===== src/rtl/vga_timing_gen_if.sv =====
// Video timing bundle between the timing generator and the image path / DAC pins.
// The master side drives the sync, blank, position and pulse signals and receives pix_en.
interface vga_timing_gen_if #(
  parameter int CNT_W = 11
);
  logic             pix_en;
  logic             h_sync;
  logic             v_sync;
  logic             disp_ena;
  logic [CNT_W-1:0] column;
  logic [CNT_W-1:0] row;
  logic             n_blank;
  logic             n_sync;
  logic             line_start;
  logic             frame_start;

  modport master (
    input  pix_en,
    output h_sync, v_sync, disp_ena, column, row, n_blank, n_sync, line_start, frame_start
  );

  modport slave (
    output pix_en,
    input  h_sync, v_sync, disp_ena, column, row, n_blank, n_sync, line_start, frame_start
  );
endinterface


===== src/rtl/vga_timing_gen.sv =====
// Parametrised VGA/VESA timing generator with a pixel-enable input and an optional
// output delay line that keeps sync/blank aligned with a pipelined image generator.
module vga_timing_gen #(
  parameter int H_ACTIVE   = 640,
  parameter int H_FP       = 16,
  parameter int H_SYNC     = 96,
  parameter int H_BP       = 48,
  parameter int V_ACTIVE   = 480,
  parameter int V_FP       = 10,
  parameter int V_SYNC     = 2,
  parameter int V_BP       = 33,
  parameter bit H_POL      = 1'b0,
  parameter bit V_POL      = 1'b0,
  parameter int CNT_W      = 11,
  parameter int PIPE_DELAY = 0
) (
  input  logic                pixel_clk,
  input  logic                reset,
  vga_timing_gen_if.master    vga
);

  localparam int H_TOTAL = H_ACTIVE + H_FP + H_SYNC + H_BP;
  localparam int V_TOTAL = V_ACTIVE + V_FP + V_SYNC + V_BP;

  localparam logic [CNT_W-1:0] H_LAST  = CNT_W'(H_TOTAL - 1);
  localparam logic [CNT_W-1:0] V_LAST  = CNT_W'(V_TOTAL - 1);
  localparam logic [CNT_W-1:0] H_ACT   = CNT_W'(H_ACTIVE);
  localparam logic [CNT_W-1:0] V_ACT   = CNT_W'(V_ACTIVE);
  localparam logic [CNT_W-1:0] HS_BEG  = CNT_W'(H_ACTIVE + H_FP);
  localparam logic [CNT_W-1:0] HS_END  = CNT_W'(H_ACTIVE + H_FP + H_SYNC);
  localparam logic [CNT_W-1:0] VS_BEG  = CNT_W'(V_ACTIVE + V_FP);
  localparam logic [CNT_W-1:0] VS_END  = CNT_W'(V_ACTIVE + V_FP + V_SYNC);

  // hs/vs are stored at their pin level so the delay line needs no polarity logic.
  typedef struct packed {
    logic             hs;
    logic             vs;
    logic             act;
    logic [CNT_W-1:0] col;
    logic [CNT_W-1:0] row;
    logic             ls;
    logic             fs;
  } stage_t;

  localparam stage_t STAGE_IDLE = '{
    hs:  ~H_POL,
    vs:  ~V_POL,
    act: 1'b0,
    col: '0,
    row: '0,
    ls:  1'b0,
    fs:  1'b0
  };

  logic [CNT_W-1:0] r_h_cnt;
  logic [CNT_W-1:0] r_v_cnt;
  logic             r_fresh;

  logic             w_act;
  logic             w_hs_on;
  logic             w_vs_on;
  stage_t           w_decode;

  stage_t           r_stage    [PIPE_DELAY+1];
  stage_t           w_stage_in [PIPE_DELAY+1];

  always_ff @(posedge pixel_clk) begin
    if (reset) begin
      r_h_cnt <= '0;
      r_v_cnt <= '0;
    end else if (vga.pix_en) begin
      if (r_h_cnt == H_LAST) begin
        r_h_cnt <= '0;
        r_v_cnt <= (r_v_cnt == V_LAST) ? '0 : r_v_cnt + CNT_W'(1);
      end else begin
        r_h_cnt <= r_h_cnt + CNT_W'(1);
      end
    end
  end

  assign w_act   = (r_h_cnt < H_ACT) && (r_v_cnt < V_ACT);
  assign w_hs_on = (r_h_cnt >= HS_BEG) && (r_h_cnt < HS_END);
  assign w_vs_on = (r_v_cnt >= VS_BEG) && (r_v_cnt < VS_END);

  always_comb begin
    w_decode     = STAGE_IDLE;
    w_decode.hs  = w_hs_on ? H_POL : ~H_POL;
    w_decode.vs  = w_vs_on ? V_POL : ~V_POL;
    w_decode.act = w_act;
    w_decode.col = w_act ? r_h_cnt : '0;
    w_decode.row = w_act ? r_v_cnt : '0;
    w_decode.ls  = (r_h_cnt == '0);
    w_decode.fs  = (r_h_cnt == '0) && (r_v_cnt == '0);
  end

  genvar gi;
  generate
    for (gi = 0; gi <= PIPE_DELAY; gi++) begin : g_stage_in
      if (gi == 0) begin : g_head
        assign w_stage_in[gi] = w_decode;
      end else begin : g_tail
        assign w_stage_in[gi] = r_stage[gi-1];
      end
    end
  endgenerate

  always_ff @(posedge pixel_clk) begin
    if (reset) begin
      for (int i = 0; i <= PIPE_DELAY; i++) begin
        r_stage[i] <= STAGE_IDLE;
      end
    end else if (vga.pix_en) begin
      for (int i = 0; i <= PIPE_DELAY; i++) begin
        r_stage[i] <= w_stage_in[i];
      end
    end
  end

  // Pulses are qualified by "the last edge was an enabled one", so held cycles never repeat them.
  always_ff @(posedge pixel_clk) begin
    if (reset) begin
      r_fresh <= 1'b0;
    end else begin
      r_fresh <= vga.pix_en;
    end
  end

  assign vga.h_sync      = r_stage[PIPE_DELAY].hs;
  assign vga.v_sync      = r_stage[PIPE_DELAY].vs;
  assign vga.disp_ena    = r_stage[PIPE_DELAY].act;
  assign vga.n_blank     = r_stage[PIPE_DELAY].act;
  assign vga.column      = r_stage[PIPE_DELAY].col;
  assign vga.row         = r_stage[PIPE_DELAY].row;
  assign vga.n_sync      = 1'b0;
  assign vga.line_start  = r_fresh & r_stage[PIPE_DELAY].ls;
  assign vga.frame_start = r_fresh & r_stage[PIPE_DELAY].fs;

endmodule


===== src/flat_wrapper.sv =====
// flat-port wrapper written by rule: the top's interface ports become plain ports
module vga_timing_gen_flat 
#(
  parameter int H_ACTIVE   = 640,
  parameter int H_FP       = 16,
  parameter int H_SYNC     = 96,
  parameter int H_BP       = 48,
  parameter int V_ACTIVE   = 480,
  parameter int V_FP       = 10,
  parameter int V_SYNC     = 2,
  parameter int V_BP       = 33,
  parameter bit H_POL      = 1'b0,
  parameter bit V_POL      = 1'b0,
  parameter int CNT_W      = 11,
  parameter int PIPE_DELAY = 0
)
  (pixel_clk, reset, vga_pix_en, vga_h_sync, vga_v_sync, vga_disp_ena, vga_column, vga_row, vga_n_blank, vga_n_sync, vga_line_start, vga_frame_start);
  vga_timing_gen_if #(.CNT_W(CNT_W)) vga_i ();
  input  logic pixel_clk;
  input  logic reset;
  input wire logic [$bits(vga_i.pix_en)-1:0] vga_pix_en;
  output wire logic [$bits(vga_i.h_sync)-1:0] vga_h_sync;
  output wire logic [$bits(vga_i.v_sync)-1:0] vga_v_sync;
  output wire logic [$bits(vga_i.disp_ena)-1:0] vga_disp_ena;
  output wire logic [$bits(vga_i.column)-1:0] vga_column;
  output wire logic [$bits(vga_i.row)-1:0] vga_row;
  output wire logic [$bits(vga_i.n_blank)-1:0] vga_n_blank;
  output wire logic [$bits(vga_i.n_sync)-1:0] vga_n_sync;
  output wire logic [$bits(vga_i.line_start)-1:0] vga_line_start;
  output wire logic [$bits(vga_i.frame_start)-1:0] vga_frame_start;
  assign vga_i.pix_en = vga_pix_en;
  assign vga_h_sync = vga_i.h_sync;
  assign vga_v_sync = vga_i.v_sync;
  assign vga_disp_ena = vga_i.disp_ena;
  assign vga_column = vga_i.column;
  assign vga_row = vga_i.row;
  assign vga_n_blank = vga_i.n_blank;
  assign vga_n_sync = vga_i.n_sync;
  assign vga_line_start = vga_i.line_start;
  assign vga_frame_start = vga_i.frame_start;
  vga_timing_gen #(.H_ACTIVE(H_ACTIVE), .H_FP(H_FP), .H_SYNC(H_SYNC), .H_BP(H_BP), .V_ACTIVE(V_ACTIVE), .V_FP(V_FP), .V_SYNC(V_SYNC), .V_BP(V_BP), .H_POL(H_POL), .V_POL(V_POL), .CNT_W(CNT_W), .PIPE_DELAY(PIPE_DELAY)) u_core (.pixel_clk(pixel_clk), .reset(reset), .vga(vga_i));
endmodule

===== config.mk =====
export PLATFORM = sky130hd
export DESIGN_NAME = vga_timing_gen_flat
export DESIGN_NICKNAME = d
export VERILOG_FILES = /design/src/rtl/vga_timing_gen_if.sv /design/src/rtl/vga_timing_gen.sv /design/src/flat_wrapper.sv
export SDC_FILE = /design/constraint.sdc
export NUM_CORES = 1
export LEC_CHECK = 0
export BUFFER_PORTS_ARGS = -buffer_cell sky130_fd_sc_hd__buf_2
export CORE_AREA = 2 2 67 69
export CTS_BUF_LIST = sky130_fd_sc_hd__clkbuf_4 sky130_fd_sc_hd__clkbuf_8
export DETAILED_ROUTE_END_ITERATION = 6
export DIE_AREA = 0 0 69 71
export GPL_ROUTABILITY_DRIVEN = 0
export PLACE_DENSITY = 0.8
export SETUP_SLACK_MARGIN = 0.2
export SLEW_MARGIN = 0
export SYNTH_ARGS = -nofsm -noshare
export SYNTH_HDL_FRONTEND = slang
export SYNTH_SLANG_ARGS = --single-unit

===== constraint.sdc =====
create_clock -name pixel_clk -period 4.89 [get_ports pixel_clk]
set_input_delay 0.978 -clock pixel_clk [delete_from_list [all_inputs] [get_ports pixel_clk]]
set_output_delay 0.978 -clock pixel_clk [all_outputs]
set_load 0.005 [all_outputs]

=== Word level (Yosys, flattened, before mapping) ===
Memory sizes are Yosys's and may differ from the RTL's.
Index checks and enable logic that the tools add are counted.

* Input bits: 3
* Memories: 1
* Memory bits (writable): 27
* Register bits: 23

* Magnitude comparators: 6
* Eq/ne operators: 2
* Muxes and demuxes: 13
* Add/subtract/negate cells: 2
* Bitwise logic cells: 2
* Reductions and logical operators: 8

{| class="wikitable"
|+ Memory list
! name !! depth !! bits a word !! rd ports !! clocked after Yosys merged registers in !! wr ports !! RTL line !! source
|-
| u_core.r_stage || 1 || 27 || 1 || 0 || 1 || vga_timing_gen.sv:64 || <nowiki>stage_t r_stage [PIPE_DELAY+1];</nowiki>
|}

{| class="wikitable"
|+ Operators by type and width
! operator !! number
|-
| 11-bit two-way mux || 4
|-
| 27-bit two-way mux || 1
|-
| 27-bit OR reduction || 1
|-
| 11-bit by 1-bit adder with 11-bit output, second input constant || 2
|-
| 11-bit by 10-bit == test with 1-bit output, second input constant || 2
|-
| 11-bit logical NOT || 2
|-
| 11-bit by 10-bit < comparator with 1-bit output, second input constant || 2
|-
| 11-bit by 9-bit < comparator with 1-bit output, second input constant || 2
|-
| 11-bit by 10-bit >= comparator with 1-bit output, second input constant || 1
|-
| 11-bit by 9-bit >= comparator with 1-bit output, second input constant || 1
|-
| 1-bit two-way mux || 8
|-
| 1-bit logical AND || 4
|-
| 1-bit bitwise AND || 2
|-
| 2-bit AND reduction || 1
|}

=== Logic depth before layout (Yosys ltp) ===
* Word-level depth: 5
* Gate-level depth with buffers: 7
* Mapped depth without buffers: 6

=== Worst setup path before layout ===
Ideal clock, no wire load.

* Kind: input to register
* From: in vga_pix_en
* To: reg u_core.r_v_cnt[8]
* Setup time: 0.087 ns
* Cell stages on the path: 5
* Arrival time: 2.345 ns
* Required time: 4.803 ns
* Setup slack: 2.458 ns
* Cells stage by stage: clkbuf_1 -> nand4_1 -> or3_4 -> or3_1 -> o31ai_1

* Word-level cells in the longest chain between the ends: 1

{| class="wikitable"
|+ RTL lines
! element !! RTL line !! source
|-
| start, declared || flat_wrapper.sv:21 || <nowiki>input wire logic [$bits(vga_i.pix_en)-1:0] vga_pix_en;</nowiki>
|-
| 2-bit AND reduction (no line) || - ||
|-
| end signal, assigned || vga_timing_gen.sv:74 || <nowiki>r_v_cnt <= (r_v_cnt == V_LAST) ? '0 : r_v_cnt + CNT_W'(1);</nowiki>
|-
| end, declared || vga_timing_gen.sv:56 || <nowiki>logic [CNT_W-1:0] r_v_cnt;</nowiki>
|}

No other way between the ends.
A chain may end at the register's enable or synchronous reset.

=== Worst setup path in the final report ===
* From: in vga_pix_en
* To: mem u_core.r_stage[0][7] in the netlist's numbering (data pin)

* Word-level cells in the longest chain between the ends: 5

{| class="wikitable"
|+ RTL lines
! element !! RTL line !! source
|-
| 1-bit two-way mux || vga_timing_gen.sv:112 || <nowiki>end else if (vga.pix_en) begin</nowiki>
|-
| 1-bit two-way mux || vga_timing_gen.sv:108 || <nowiki>if (reset) begin</nowiki>
|-
| 1-bit two-way mux (not written as such) || vga_timing_gen.sv:114 || <nowiki>r_stage[i] <= w_stage_in[i];</nowiki>
|-
| 27-bit OR reduction (no line) || - ||
|-
| 27-bit two-way mux (no line) || - ||
|-
| end, declared || vga_timing_gen.sv:64 ||
|}

No other way between the ends.

==> qor.csv <==
metric;value;unit
hold_class;flip-flop to flip-flop;
arrival;2910;ps
combPwrFrac;0.054;
power;736;µW
synth_top_area_cell;edfxtp_1;
p_int;573;µW
power_density;294;nW/µm²
first_global_vias;1551;
placeableCoreArea;4200;µm²
detailed_place_hpwl;3070;µm
startpoint_type;primary input;
synth_area_leaders;edfxtp_1, dfxtp_1, buf_4;
end_kind;flip-flop;
setup_viol;0;
fmax;364;MHz
fin_crit;2750;ps
hold_viol;0;
cts_hold_buf;0;
slew_violations;0;
power.leakage;0.000947;µW
initial_utilization;0.570;
wl_per_cell;14.4;µm
seqPwrFrac;0.627;
avgSynthCellArea;10.3;µm²
die_x;69;µm
dieArea;4900;µm²
worstMarginPinSlew;1100;ps
rows;24;
area_growth;4.39;%
place_area;2410;µm²
drt-total-wl;4220;µm
cts_buffer_depth;2;
cts.sinks;50;
ys_types;42;
finalNetCount;247;
crit-reg2reg-launch;u_core.r_v_cnt[1];
post_cts_buffers;0;
min_to;u_core.r_h_cnt[10];
r2r_end;u_core.r_v_cnt[5];
die_h;71;µm
synth_edf_count;27;
via_per_inst;5.67;
r2r.worst_path.cells;6;
status;finished clean;
switchingPower;163;µW
cts-resized-gates;0;
synth_ff_type;edfxtp_1;
ys_seq_elements;50;
netlist_area;2390;µm²
maxCapViolCount;0;
async_flop_share;0;
grt_pass1_wl;7350;µm
fin_tns_setup;0;ps
drive_gt1_frac;0.178;
ctsHtreeMaxLevel;2;
grt_max_degree;28;
synth_most_common_cell;edfxtp_1;
num_vias;1662;
ys_seq_area_frac;0.531;
postSynthCellCount;233;
rsz0062_at_grt;no;
io_buffer_count;30;
io_pins;32;
hold_depth;2;
synth_top_area_share;0.339;
detail-route-antenna-nets;0;
rrSetupSlack;2470;ps
antenna_cells;0;
slew_headroom;0.264;
antenna_found_initial;0;
required;5050;ps
min_from;u_core.r_h_cnt[10];
synthTopCellsByCount;edfxtp_1, buf_4, dfxtp_1, nand2_1, and2_1;
clk_pin_slew;90;ps
yosys_warnings;0;
critPathKind;primary input to flip-flop;
insertion_delay;300;ps
skew;6.94;ps
holdWs;565;ps
postLayoutCellArea;2500;µm²
p_sw_frac;0.222;
remaining_drc_errors;0;
worst-path-max-fanout;13;
detail_route.first_pass.iterations;4;
clkPwrFrac;0.319;
grt_remaining_overflow;0;
finalCritPeriodShare;0.563;
cts_made_buffers;5;
cts_tree;built;
ir_worst_vdd;0.000124;V
drt_iter0_drc;225;
grt.total_usage;0.184;
cts-root-buf;clkbuf_8;
## flip-flops by register name, summed over array words and instances, names as in the netlist
signal / cells
u_core.r_stage: 27
u_core.r_v_cnt: 11
u_core.r_h_cnt: 11
u_core.r_fresh: 1
## worst max-delay path by stage
stage | startpoint | end | slack (ps) | cells past startpoint
after floorplan | vga_pix_en | u_core.r_v_cnt[8] | 2460 | 5
after global placement | vga_pix_en | u_core.r_stage[0][7] | 1970 | 5
after detailed placement | vga_pix_en | u_core.r_stage[0][4] | 1860 | 5
after CTS | vga_pix_en | u_core.r_stage[0][4] | 2140 | 5
after global routing | vga_pix_en | u_core.r_stage[0][7] | 1910 | 5
final | vga_pix_en | u_core.r_stage[0][7] | 2140 | 5
## kinds of logic after synthesis
kind of cell,after synthesis,synth area share
AO/OA/AOI/OAI,31,0.0831
XOR/XNOR,6,0.0219
adder cells (fa/ha/maj),4,0.0209
buffers and inverters,45,0.109
flip-flops,50,0.531
multiplexers,2,0.00888
other,1,0.00157
AND/OR/NAND/NOR,94,0.224
## per-stage QoR
step / util / cells / setup WS, ps
floorplan: - / 236 / 2460
global placement: 0.573 / 285 / 1970
detailed placement: 0.573 / 285 / 1860
CTS: 0.595 / 293 / 2140
global route: 0.595 / 293 / 1910
finish: 0.595 / 293 / 2140
## power by group through the flow
stage               clock network (µW)  registers [µW]  logic (µW)
global route                       254             464        44.8
finish                             235             462        39.7
CTS                                239             462        40.2
detailed placement                   0             472        40.0
floorplan                            0             471        35.4
global placement                     0             471        38.9
## critical path, cell delays in order
cell and delay, ps:
buf_2 150, nor3b_1 340, nand3_1 290, nor3_1 910
and2_1 250
## area by class of cell
cell class | instances | area, µm²
Inverter | 11 | 41.3
Clock buffer | 5 | 68.8
Tap cell | 52 | 65.1
Timing Repair Buffer | 31 | 158
Multi-Input combinational cell | 141 | 875
Fill cell | 343 | 1700
Sequential cell | 50 | 1270
Clock inverter | 3 | 21.3
## layout by cell type, fill, tap and decap left out, types with 9 or more instances in the layout
master    synthesis  final
buf_2             1     30
edfxtp_1         27     27
dfxtp_1          23     23
nand2_1          15     15
and2_1           14     14
inv_1            11     11
nor2_1           11     11
a31oi_1          11     11
nand3_1          11     11
nor4_1            9      9
## routing by layer
metal / share of wire / wire [µm] / track usage / up-vias
met5: 0 / 0 / 0 / -
li1: - / - / - / 827
met3: 0.067 / 284 / 0.0313 / 4
met1: 0.44 / 1870 / 0.257 / 766
met2: 0.48 / 2030 / 0.307 / 65
met4: 0.0078 / 33 / 0.0392 / 0
Power figures use the tool's default switching activity.
